===== config.mk =====
export PLATFORM = sky130hd
export DESIGN_NAME = decode_pipe_stage_flat
export DESIGN_NICKNAME = d
export VERILOG_FILES = /design/src/rtl/fusion_decode_pkg.sv /design/src/rtl/decode_pipe_stage_if.sv /design/src/rtl/decode_fields.sv /design/src/rtl/decode_pipe_stage.sv /design/src/flat_wrapper.sv
export SDC_FILE = /design/constraint.sdc
export NUM_CORES = 1
export LEC_CHECK = 0
export CAP_MARGIN = 10
export CORE_AREA = 3 3 146 148
export CTS_CLUSTER_SIZE = 16
export DETAILED_ROUTE_END_ITERATION = 8
export DIE_AREA = 0 0 149 151
export PLACE_DENSITY = 0.8
export SLEW_MARGIN = 0
export SYNTH_ARGS = -nofsm -noshare
export SYNTH_HDL_FRONTEND = slang
export SYNTH_HIERARCHICAL = 1
export SYNTH_SLANG_ARGS = --single-unit

===== constraint.sdc =====
create_clock -name clk_in -period 3.7 [get_ports clk_in]
set_clock_uncertainty 0.1 [all_clocks]
set_input_delay 0.74 -clock clk_in [delete_from_list [all_inputs] [get_ports clk_in]]
set_output_delay 0.74 -clock clk_in [all_outputs]
set_load 0.01 [all_outputs]

===== src/rtl/fusion_decode_pkg.sv =====
// fusion_decode_pkg: shared encodings for the decode pipeline stage
// Contents: register-tag address constants, ctrl bit positions, FSM state
// encoding, opcode and ALU-operation encodings, tag liveness helper.
// Instruction layout (all formats share op/bank/rd/rs1):
//   [31:28] op  [27:25] bank  [24:20] rd  [19:15] rs1  [14:10] rs2
//   R-type funct in [3:0]; I-type imm15 [14:0]; S/B-type imm10 [9:0];
//   JAL/LUI imm20 [19:0]. The bank field applies to every register of the insn.
package fusion_decode_pkg;

   localparam int ADDR_W = 5;
   localparam logic [ADDR_W-1:0] TAG_ADDR_ZERO = '0;

   localparam int CTRL_W         = 7;
   localparam int CTRL_PC_REL    = 0;
   localparam int CTRL_PC_ABS    = 1;
   localparam int CTRL_LINK      = 2;
   localparam int CTRL_MEM_READ  = 3;
   localparam int CTRL_MEM_WRITE = 4;
   localparam int CTRL_SYSCALL   = 5;
   localparam int CTRL_MEMSYNC   = 6;

   typedef enum logic [1:0] {
      ST_RUN    = 2'd0,
      ST_HAZARD = 2'd1,
      ST_HOLD   = 2'd2
   } state_t;

   localparam logic [3:0] OP_R      = 4'h0;
   localparam logic [3:0] OP_ADDI   = 4'h1;
   localparam logic [3:0] OP_LOAD   = 4'h2;
   localparam logic [3:0] OP_STORE  = 4'h3;
   localparam logic [3:0] OP_BRANCH = 4'h4;
   localparam logic [3:0] OP_JAL    = 4'h5;
   localparam logic [3:0] OP_JALR   = 4'h6;
   localparam logic [3:0] OP_LUI    = 4'h7;
   localparam logic [3:0] OP_SYS    = 4'h8;
   localparam logic [3:0] OP_SYNC   = 4'h9;

   localparam logic [3:0] ALU_ADD   = 4'h0;
   localparam logic [3:0] ALU_SUB   = 4'h1;
   localparam logic [3:0] ALU_AND   = 4'h2;
   localparam logic [3:0] ALU_OR    = 4'h3;
   localparam logic [3:0] ALU_XOR   = 4'h4;
   localparam logic [3:0] ALU_SLL   = 4'h5;
   localparam logic [3:0] ALU_SRL   = 4'h6;
   localparam logic [3:0] ALU_SRA   = 4'h7;
   localparam logic [3:0] ALU_SLT   = 4'h8;
   localparam logic [3:0] ALU_SLTU  = 4'h9;
   localparam logic [3:0] ALU_PASSB = 4'hA;

   // Address 0 is the hardwired zero register: never written, never matched.
   function automatic logic addr_live(input logic [ADDR_W-1:0] addr);
      return addr != TAG_ADDR_ZERO;
   endfunction

endpackage


===== src/rtl/decode_pipe_stage_if.sv =====
// decode_pipe_stage_if: fetch-to-decode handshake
// Signals: valid_in/insn_in/insn_pc_in/flush_in driven by fetch (master),
// ready_out driven by the decode stage (slave).
interface decode_pipe_stage_if #(
   parameter int XLEN = 32
);
   logic            valid_in;
   logic [31:0]     insn_in;
   logic [XLEN-1:0] insn_pc_in;
   logic            flush_in;
   logic            ready_out;

   modport master (output valid_in, insn_in, insn_pc_in, flush_in, input ready_out);
   modport slave  (input valid_in, insn_in, insn_pc_in, flush_in, output ready_out);
endinterface


===== src/rtl/decode_fields.sv =====
// decode_fields: combinational field extraction of one instruction word
// Ports: insn (in) -> rsa_tag/rsb_tag (source tags, 0 when unused),
// rd_tag (destination, 0 when none), imm (sign-extended), aluop, ctrl.
module decode_fields
   import fusion_decode_pkg::*;
#(
   parameter int XLEN   = 32,
   parameter int BANK_W = 3,
   parameter int TAG_W  = BANK_W + 5
) (
   input  logic [31:0]       insn,
   output logic [TAG_W-1:0]  rsa_tag,
   output logic [TAG_W-1:0]  rsb_tag,
   output logic [TAG_W-1:0]  rd_tag,
   output logic [XLEN-1:0]   imm,
   output logic [3:0]        aluop,
   output logic [CTRL_W-1:0] ctrl
);

   logic [3:0]        op;
   logic [BANK_W-1:0] bank;
   logic              use_a, use_b, use_d;

   assign op   = insn[31:28];
   assign bank = BANK_W'(insn[27:25]);

   always_comb begin
      use_a = 1'b0;
      use_b = 1'b0;
      use_d = 1'b0;
      imm   = '0;
      aluop = ALU_ADD;
      ctrl  = '0;
      case (op)
         OP_R: begin
            use_a = 1'b1;
            use_b = 1'b1;
            use_d = 1'b1;
            aluop = insn[3:0];
         end
         OP_ADDI: begin
            use_a = 1'b1;
            use_d = 1'b1;
            imm   = XLEN'($signed(insn[14:0]));
         end
         OP_LOAD: begin
            use_a = 1'b1;
            use_d = 1'b1;
            imm   = XLEN'($signed(insn[14:0]));
            ctrl[CTRL_MEM_READ] = 1'b1;
         end
         OP_STORE: begin
            use_a = 1'b1;
            use_b = 1'b1;
            imm   = XLEN'($signed(insn[9:0]));
            ctrl[CTRL_MEM_WRITE] = 1'b1;
         end
         OP_BRANCH: begin
            use_a = 1'b1;
            use_b = 1'b1;
            imm   = XLEN'($signed(insn[9:0]));
            aluop = ALU_SUB;
            ctrl[CTRL_PC_REL] = 1'b1;
         end
         OP_JAL: begin
            use_d = 1'b1;
            imm   = XLEN'($signed(insn[19:0]));
            ctrl[CTRL_PC_REL] = 1'b1;
            ctrl[CTRL_LINK]   = 1'b1;
         end
         OP_JALR: begin
            use_a = 1'b1;
            use_d = 1'b1;
            imm   = XLEN'($signed(insn[14:0]));
            ctrl[CTRL_PC_ABS] = 1'b1;
            ctrl[CTRL_LINK]   = 1'b1;
         end
         OP_LUI: begin
            use_d = 1'b1;
            imm   = XLEN'({insn[19:0], 12'd0});
            aluop = ALU_PASSB;
         end
         OP_SYS:  ctrl[CTRL_SYSCALL] = 1'b1;
         OP_SYNC: ctrl[CTRL_MEMSYNC] = 1'b1;
         default: ;
      endcase
   end

   assign rsa_tag = use_a ? TAG_W'({bank, insn[19:15]}) : '0;
   assign rsb_tag = use_b ? TAG_W'({bank, insn[14:10]}) : '0;
   assign rd_tag  = use_d ? TAG_W'({bank, insn[24:20]}) : '0;

endmodule


===== src/rtl/decode_pipe_stage.sv =====
// decode_pipe_stage: instruction decode with operand fetch/forwarding and ID/EX register
// Ports: clk_in, reset_in (async, active-low); fetch (handshake interface,
// slave); ex_ready_in; rf_rs{a,b}_tag_out / rf_rs{a,b}_val_in (same-cycle RF
// read); ex_tag_in/ex_load_in/ex_val_in and wb_tag_in/wb_val_in (bypass
// sources); registered ID/EX outputs valid_out, pc_out, rs{a,b}_val_out,
// imm_out, aluop_out, rd_tag_out, ctrl_out.
// Build option: DECODE_FWD_EN builds EX/WB forwarding; without it any RAW
// match on EX or WB stalls until the tag clears.
module decode_pipe_stage
   import fusion_decode_pkg::*;
#(
   parameter int XLEN   = 32,
   parameter int BANK_W = 3,
   parameter int TAG_W  = BANK_W + 5
) (
   input  logic              clk_in,
   input  logic              reset_in,
   decode_pipe_stage_if.slave fetch,
   input  logic              ex_ready_in,
   output logic [TAG_W-1:0]  rf_rsa_tag_out,
   output logic [TAG_W-1:0]  rf_rsb_tag_out,
   input  logic [XLEN-1:0]   rf_rsa_val_in,
   input  logic [XLEN-1:0]   rf_rsb_val_in,
   input  logic [TAG_W-1:0]  ex_tag_in,
   input  logic              ex_load_in,
   input  logic [XLEN-1:0]   ex_val_in,
   input  logic [TAG_W-1:0]  wb_tag_in,
   input  logic [XLEN-1:0]   wb_val_in,
   output logic              valid_out,
   output logic [XLEN-1:0]   pc_out,
   output logic [XLEN-1:0]   rsa_val_out,
   output logic [XLEN-1:0]   rsb_val_out,
   output logic [XLEN-1:0]   imm_out,
   output logic [3:0]        aluop_out,
   output logic [TAG_W-1:0]  rd_tag_out,
   output logic [CTRL_W-1:0] ctrl_out
);

   state_t            state;
   logic [TAG_W-1:0]  rsa_tag, rsb_tag, rd_tag;
   logic [XLEN-1:0]   imm, rsa_val, rsb_val;
   logic [3:0]        aluop;
   logic [CTRL_W-1:0] ctrl;
   logic              a_ex, b_ex, a_wb, b_wb;
   logic              stall, can_load, hazard, accept;

   decode_fields #(.XLEN(XLEN), .BANK_W(BANK_W), .TAG_W(TAG_W)) u_fields (
      .insn    (fetch.insn_in),
      .rsa_tag (rsa_tag),
      .rsb_tag (rsb_tag),
      .rd_tag  (rd_tag),
      .imm     (imm),
      .aluop   (aluop),
      .ctrl    (ctrl)
   );

   function automatic logic hit(input logic [TAG_W-1:0] src, input logic [TAG_W-1:0] dst);
      return addr_live(src[ADDR_W-1:0]) && src == dst;
   endfunction

   assign rf_rsa_tag_out = rsa_tag;
   assign rf_rsb_tag_out = rsb_tag;

   assign a_ex = hit(rsa_tag, ex_tag_in);
   assign b_ex = hit(rsb_tag, ex_tag_in);
   assign a_wb = hit(rsa_tag, wb_tag_in);
   assign b_wb = hit(rsb_tag, wb_tag_in);

`ifdef DECODE_FWD_EN
   // The bubble already spent in HAZARD lets the load reach a bypass point,
   // so the re-check is suppressed there to guarantee a single-cycle stall.
   assign hazard  = fetch.valid_in && ex_load_in && (a_ex || b_ex) && state != ST_HAZARD;
   assign rsa_val = !addr_live(rsa_tag[ADDR_W-1:0]) ? '0 :
                    a_ex ? ex_val_in : a_wb ? wb_val_in : rf_rsa_val_in;
   assign rsb_val = !addr_live(rsb_tag[ADDR_W-1:0]) ? '0 :
                    b_ex ? ex_val_in : b_wb ? wb_val_in : rf_rsb_val_in;
`else
   assign hazard  = fetch.valid_in && (a_ex || b_ex || a_wb || b_wb);
   assign rsa_val = !addr_live(rsa_tag[ADDR_W-1:0]) ? '0 : rf_rsa_val_in;
   assign rsb_val = !addr_live(rsb_tag[ADDR_W-1:0]) ? '0 : rf_rsb_val_in;
   logic unused_fwd;
   assign unused_fwd = ^{ex_val_in, wb_val_in, ex_load_in, state};
`endif

   assign stall           = valid_out && !ex_ready_in;
   assign can_load        = !stall;
   assign fetch.ready_out = reset_in && can_load && !hazard;
   assign accept          = fetch.valid_in && fetch.ready_out;

   always_ff @(posedge clk_in or negedge reset_in) begin
      if (!reset_in) begin
         state       <= ST_RUN;
         valid_out   <= 1'b0;
         pc_out      <= '0;
         rsa_val_out <= '0;
         rsb_val_out <= '0;
         imm_out     <= '0;
         aluop_out   <= '0;
         rd_tag_out  <= '0;
         ctrl_out    <= '0;
      end else begin
         state <= fetch.flush_in ? ST_RUN : stall ? ST_HOLD : hazard ? ST_HAZARD : ST_RUN;
         if (fetch.flush_in) begin
            valid_out <= 1'b0;
         end else if (can_load) begin
            valid_out <= accept;
            if (accept) begin
               pc_out      <= fetch.insn_pc_in;
               rsa_val_out <= rsa_val;
               rsb_val_out <= rsb_val;
               imm_out     <= imm;
               aluop_out   <= aluop;
               rd_tag_out  <= rd_tag;
               ctrl_out    <= ctrl;
            end
         end
      end
   end

endmodule


===== src/flat_wrapper.sv =====
// flat-port wrapper written by rule: the top's interface ports become plain ports
module decode_pipe_stage_flat import fusion_decode_pkg::*;
#(
   parameter int XLEN   = 32,
   parameter int BANK_W = 3,
   parameter int TAG_W  = BANK_W + 5
)
  (clk_in, reset_in, ex_ready_in, rf_rsa_tag_out, rf_rsb_tag_out, rf_rsa_val_in, rf_rsb_val_in, ex_tag_in, ex_load_in, ex_val_in, wb_tag_in, wb_val_in, valid_out, pc_out, rsa_val_out, rsb_val_out, imm_out, aluop_out, rd_tag_out, ctrl_out, fetch_valid_in, fetch_insn_in, fetch_insn_pc_in, fetch_flush_in, fetch_ready_out);
  decode_pipe_stage_if #(.XLEN(XLEN)) fetch_i ();
  input  logic clk_in;
  input  logic reset_in;
  input  logic ex_ready_in;
  output logic [TAG_W-1:0] rf_rsa_tag_out;
  output logic [TAG_W-1:0] rf_rsb_tag_out;
  input  logic [XLEN-1:0] rf_rsa_val_in;
  input  logic [XLEN-1:0] rf_rsb_val_in;
  input  logic [TAG_W-1:0] ex_tag_in;
  input  logic ex_load_in;
  input  logic [XLEN-1:0] ex_val_in;
  input  logic [TAG_W-1:0] wb_tag_in;
  input  logic [XLEN-1:0] wb_val_in;
  output logic valid_out;
  output logic [XLEN-1:0] pc_out;
  output logic [XLEN-1:0] rsa_val_out;
  output logic [XLEN-1:0] rsb_val_out;
  output logic [XLEN-1:0] imm_out;
  output logic [3:0] aluop_out;
  output logic [TAG_W-1:0] rd_tag_out;
  output logic [CTRL_W-1:0] ctrl_out;
  input wire logic [$bits(fetch_i.valid_in)-1:0] fetch_valid_in;
  input wire logic [$bits(fetch_i.insn_in)-1:0] fetch_insn_in;
  input wire logic [$bits(fetch_i.insn_pc_in)-1:0] fetch_insn_pc_in;
  input wire logic [$bits(fetch_i.flush_in)-1:0] fetch_flush_in;
  output wire logic [$bits(fetch_i.ready_out)-1:0] fetch_ready_out;
  assign fetch_i.valid_in = fetch_valid_in;
  assign fetch_i.insn_in = fetch_insn_in;
  assign fetch_i.insn_pc_in = fetch_insn_pc_in;
  assign fetch_i.flush_in = fetch_flush_in;
  assign fetch_ready_out = fetch_i.ready_out;
  decode_pipe_stage #(.XLEN(XLEN), .BANK_W(BANK_W), .TAG_W(TAG_W)) u_core (.clk_in(clk_in), .reset_in(reset_in), .fetch(fetch_i), .ex_ready_in(ex_ready_in), .rf_rsa_tag_out(rf_rsa_tag_out), .rf_rsb_tag_out(rf_rsb_tag_out), .rf_rsa_val_in(rf_rsa_val_in), .rf_rsb_val_in(rf_rsb_val_in), .ex_tag_in(ex_tag_in), .ex_load_in(ex_load_in), .ex_val_in(ex_val_in), .wb_tag_in(wb_tag_in), .wb_val_in(wb_val_in), .valid_out(valid_out), .pc_out(pc_out), .rsa_val_out(rsa_val_out), .rsb_val_out(rsb_val_out), .imm_out(imm_out), .aluop_out(aluop_out), .rd_tag_out(rd_tag_out), .ctrl_out(ctrl_out));
endmodule

==> results of run 1 <==
[how the worst max path moves through the flow]
stage | end | cells past startpoint | startpoint | slack [ns]
after floorplan | fetch_ready_out | 10 | fetch_insn_in[31] | 0.49
after global placement | fetch_ready_out | 11 | fetch_insn_in[30] | -0.37
after detailed placement | fetch_ready_out | 11 | fetch_insn_in[30] | -0.41
after CTS | fetch_ready_out | 11 | fetch_insn_in[30] | 0.03
after global routing | fetch_ready_out | 11 | fetch_insn_in[30] | -0.005
final | fetch_ready_out | 11 | fetch_insn_in[30] | 0.08
[timing repair]
action	CTS	global route
buffers inserted	0	1
pin swaps	0	2
hold buffers	0	0
resized for setup	6	20
endpoints found under the setup margin	1	1
[flip-flops by register name (all words and copies together) (netlist names)]
| name | count |
|---|---|
| u_core/ctrl_out | 7 |
| u_core/rd_tag_out | 8 |
| u_core/imm_out | 32 |
| u_core/aluop_out | 4 |
| u_core/rsa_val_out | 32 |
| u_core/valid_out | 1 |
| u_core/pc_out | 32 |
| u_core/rsb_val_out | 32 |
[final cells by class]
| cell class | count | area (µm²) | area share [%] |
|---|---|---|---|
| diodes | 1 | 2.50 | 0.0212 |
| well taps | 270 | 338 | 2.86 |
| clock inverters | 15 | 188 | 1.59 |
| flip-flops and latches | 148 | 3700 | 31.4 |
| inverters | 67 | 251 | 2.13 |
| multi-input cells | 378 | 3290 | 27.9 |
| repair buffers | 368 | 3590 | 30.5 |
| clock buffers | 17 | 425 | 3.61 |
[cells by family (layout without fill, tap and decap cells)]
logic type / Yosys count / count (layout) / synth area share [%]
multiplexers: 153 / 153 / 25.6
flip-flops: 148 / 148 / 50.0
other: 0 / 1 / 0
XOR/XNOR: 33 / 33 / 3.90
AO/OA/AOI/OAI: 45 / 45 / 3.95
AND/OR/NAND/NOR: 147 / 147 / 10.1
buffers and inverters: 103 / 467 / 6.48
[report_power, final]
part	switching, µW	internal [µW]	total [µW]
Combinational	684	1060	1750
Sequential	175	1930	2110
Clock	774	1030	1800
[per-stage QoR]
step / util, % / hold slack (ns) / TNS, ns
final: 58.5 / 0.308 / 0
after global routing: 58.5 / 0.343 / -0.00507
after CTS: 58.2 / 0.333 / 0
after detailed placement: 55.2 / 0.392 / -8.61
after global placement: 55.2 / 0.385 / -3.54
after floorplan: - / 0.344 / 0
[layer usage]
| metal | vias to the layer above | part of all wire [%] |
|---|---|---|
| li1 | 2801 | - |
| met1 | 2898 | 40 |
| met2 | 227 | 50 |
| met3 | 33 | 7.4 |
| met4 | 0 | 2.9 |
| met5 | - | 0 |
[cell usage in the layout, fill, tap and decap left out, types with 2 or more instances in the layout]
cell,count
a21oi_1,5
and2_1,22
bufinv_16,2
nand2_1,72
buf_4,51
buf_12,4
clkdlybuf4s50_1,311
nand2b_1,6
mux2_2,17
nand3b_1,2
a221o_1,2
xnor2_1,33
dfrtp_1,148
and2_4,8
nand4_1,9
inv_6,4
inv_1,67
o21ai_0,9
a22oi_1,12
clkbuf_16,17
mux2i_1,69
and2_2,5
inv_8,4
nor3_1,5
nor2_1,8
o21ai_1,4
nor3b_2,2
o22ai_1,7
clkinvlp_4,3
a21o_1,2
mux2_4,66
==> reports/metrics.cfg, run 1 <==
[status]
status = finished clean

[global_route]
grt_max_degree = 71
antenna_found_initial = 1
grt_pass1_vias = 6345
grt_use_total_pct = 20.0
grt_pass1_wl_um = 34900
grt-ovfl-total = 0
met1_usage_pct = 23.3
grt_use_met2_pct = 34.1
use_met3_pct = 6.64
top_usage_layer = met2

[die]
dieArea_um2 = 22500
die_x_um = 149
fp.dieH_um = 151
rows = 52
ios = 379
start_util_pct = 36.7
design.core.area_um2 = 20200

[setup_path]
startpoint_type = primary input
path_buf_inv = 3
cp_cell_sequence = clkdlybuf4s50_1 > and3b_2 > o21ba_4 > and2_4 > xnor2_1 > nand4_1 > o22ai_2 > a22oi_2 > inv_1 > a21oi_2 > buf_2
crit_fanout = 8
critical-path-top-delay-family = buffers and inverters
worst_ep_required_time_ns = 2.86
r2r_slack_ns = 1.87
r2r-start = u_core/valid_out
slowest_delay_ns = 0.50
criticalPathCategory = primary input to primary output
r2r_cells = 6
crit_slowest_cell = clkdlybuf4s50_1
critPathArrivalTime_ns = 2.78
endpoint_kind = primary output
rr_endpoint = u_core/rsb_val_out[26]

[cells_and_area]
drive_gt1_share_pct = 19.7
nFillCells = 1707
nNetsFinal = 1194
finalNonFillerCells = 1264
design_area_um2 = 11800
area_delta_synth_final_pct = 59.1

[sta]
worst_pin_slew_ns = 0.897
fmax_mhz = 276
slew_headroom_pct = 40.2
setup_viol = 0
finalCritPeriodShare_pct = 97.9
slew_violations = 0
hold_viol = 0
fin_ws_ns = 0.0778
min_period_ns = 3.62

[placement]
place_congestion = 0.857
numPortBuffers = 313
placed_cells = 1230
post-place-ws_ns = -0.413
dp_hpwl_um = 17400
placed_cell_area_um2 = 11100

[yosys]
yosysTopAreaCell = dfrtp_1
syn_inst = 629
avgSynthCellArea_um2 = 11.8
synth_top_area_share_pct = 50.0
ys_types = 35
synth_edf_count = 0
yosysMostFrequentCell = dfrtp_1
netlist_area_um2 = 7410
synth-seq-cells = 148
syn-num-nets = 843
yosysSeqAreaShare_pct = 50.0
yosys_most_used_dff = dfrtp_1
synth_common_cells = 148 x dfrtp_1, 72 x nand2_1, 69 x mux2i_1
ys_top_cells_by_area = dfrtp_1 50%, mux2_4 13%, mux2i_1 9.3%
ys_warn_count = 6
ys_async_sr_fraction_pct = 100

[clock_tree]
clk_pin_slew_ns = 0.06
cts_root_buf = clkbuf_16
clk_latency_ns = 0.41
cts_tree = built
cts_buffer_depth = 2
cts_buffers = 17
cts.sinks = 148
cts_max_level = 4

[min_path]
min_path_type = primary input to asynchronous set/reset pin

[route]
first_iter_violations = 186
vias_per_cell = 4.71
drtAntennaViolNets = 0
drc = 0
num_vias = 5959
firstDrtPassIters = 4
wire_per_inst_um = 17.9
wl_um = 22700

[pwr]
ir_drop_mv = 0.302
p_leak_uw = 0.00567
p_total_uw = 5660
p_per_area_nw_per_um2 = 480

[flow_run]
cap_violations = 0

No activity file was read; power rests on OpenSTA's default activity.
==> run 2: changes to the inputs <==
CELL_PAD_IN_SITES_DETAIL_PLACEMENT = 1   (was default)
CELL_PAD_IN_SITES_GLOBAL_PLACEMENT = 1   (was default)
CORE_AREA = default   (was 3 3 146 148)
CORE_MARGIN = 3   (was default)
CORE_UTILIZATION = 32   (was default)
DIE_AREA = default   (was 0 0 149 151)
PLACE_DENSITY = 0.91   (was 0.8)
==> run 2 against run 1 <==
  * Clock power is 8% lower
  * Register-to-register slack better by 0.06 ns
  * Worst setup slack better by 0.049 ns
  * Via count is 1.2% higher
  * Flip-flop and latch count stayed put
  * Hold slack worse by 0.21 ns
  * Cell area is 0.23% lower
  * Sequential power hardly changed
  * Total power is 2.1% lower
  * Die area is 11% higher
  * Critical path type unchanged
==> reports/metrics.cfg, run 2 (synthesis results as in run 1) <==
[status]
status = finished clean

[pwr]
combPwrFrac_pct = 32.2
p_per_area_nw_per_um2 = 471
clkPwrFrac_pct = 29.7
p_int_uw = 3880
p_leak_uw = 0.00568
p_seq_share_pct = 38.1
switchingPower_uw = 1660
ir_drop_mv = 0.279
switching_share_pct = 30.0

[placement]
placed_cell_area_um2 = 11200
dp_hpwl_um = 19900
numPortBuffers = 313
place_congestion = 0.807
placed_cells = 1246
post-place-ws_ns = -0.461

[sta]
worst_pin_slew_ns = 0.890
slew_headroom_pct = 40.6
rsz0062_at_grt = false
hold_viol = 0
min_period_ns = 3.57
setup_viol = 0
whs_ns = 0.0962
finalCritPeriodShare_pct = 96.6
fin_ws_ns = 0.126
slew_violations = 0
fmax_mhz = 280

[global_route]
grt_max_degree = 67
grt-ovfl-total = 0
antenna_found_initial = 0
grt_pass1_wl_um = 39000
grt_pass1_vias = 6682
grt_use_total_pct = 20.3

[clock_tree]
clk_latency_ns = 0.41
ctsHoldBuffers = 0
cts_max_level = 4
cts_buffers = 17
cts_tree = built
cts.sinks = 148
cts-resized-gates = 17
cts_root_buf = clkbuf_16
clk_pin_slew_ns = 0.07
cts_buffer_depth = 2
cts_setup_buffers = 0

[cells_and_area]
antenna_cells = 0
layout_commonest_cell = clkdlybuf4s50_1
regArea_um2 = 3700
area_delta_synth_final_pct = 58.8
final_cell_mix = 308 x clkdlybuf4s50_1, 148 x dfrtp_1, 72 x nand2_1, 69 x mux2i_1, 67 x inv_1
finalNonFillerCells = 1278
nNetsFinal = 1194
nFillCells = 2422
drive_gt1_share_pct = 19.1
multi_input_area_um2 = 3270
design_area_um2 = 11800

[setup_path]
crit_slowest_cell = clkdlybuf4s50_1
endpoint_kind = primary output
critPathArrivalTime_ns = 2.73
path_buf_inv = 4
startpoint_type = primary input
r2r-start = u_core/valid_out
r2r_slack_ns = 1.93
worst_ep_required_time_ns = 2.86
critical-path-top-delay-family = buffers and inverters
slowest_delay_ns = 0.55
criticalPathCategory = primary input to primary output
crit_fanout = 8
rr_endpoint = u_core/pc_out[18]
r2r_cells = 6
cp_cell_sequence = clkdlybuf4s50_1 > a21oi_2 > buf_4 > and2_2 > xnor2_1 > nand4_1 > o22ai_1 > a22oi_2 > inv_1 > a21oi_1 > buf_2
critical_path_depth = 11

[die]
rows = 55
die_x_um = 158
design.core.area_um2 = 22700
ios = 379
dieArea_um2 = 25000
start_util_pct = 32.6
fp.dieH_um = 158

[route]
firstDrtPassIters = 6
wl_um = 25800
first_iter_violations = 292
num_vias = 6031
drtAntennaViolNets = 0
vias_per_cell = 4.72
wire_per_inst_um = 20.2
drc = 0

[min_path]
min_path_type = primary input to asynchronous set/reset pin

[flow_run]
cap_violations = 0

## run 2: area by class of cell
class	instances	area share (%)
clock buffer	17	3.62
tap	285	3.03
timing repair buffer	368	30.9
sequential	148	31.5
clock inverter	15	1.04
multi-input combinational	378	27.8
inverter	67	2.14
## run 2: per-layer routing
layer  up-vias  wire, µm  GRT usage, %  part of all wire (%)
met3        26      1810          6.42                   7.0
met5         -         0             0                     0
met2       214     13100          35.2                    51
li1       2788         -             -                     -
met4         0       398          5.24                   1.5
met1      3003     10500          24.4                    41
## run 2: worst max path at each step
stage | slack (ns) | start | endpoint
after floorplan | 0.49 | fetch_insn_in[31] | fetch_ready_out
after global placement | -0.41 | fetch_insn_in[28] | fetch_ready_out
after detailed placement | -0.46 | fetch_insn_in[28] | fetch_ready_out
after CTS | 0.02 | fetch_insn_in[30] | fetch_ready_out
after global routing | 0.02 | fetch_insn_in[31] | fetch_ready_out
final | 0.13 | fetch_insn_in[31] | fetch_ready_out
## run 2: power by group through the flow
stage | combinational [µW] | clock, µW | sequential [µW]
floorplan | 553 | 0 | 2270
global placement | 1740 | 0 | 2120
detailed placement | 1790 | 0 | 2140
CTS | 1810 | 1700 | 2120
global route | 1910 | 1780 | 2150
finish | 1780 | 1650 | 2110
## run 2: per-stage QoR
| stage | utilization [%] | TNS, ns | power (µW) |
|---|---|---|---|
| after global routing | 51.8 | 0 | 5850 |
| after detailed placement | 49.3 | -8.87 | 3930 |
| after global placement | 49.3 | -1.26 | 3860 |
| after floorplan | - | 0 | 2830 |
| after CTS | 51.8 | 0 | 5620 |
| final | 51.8 | 0 | 5540 |
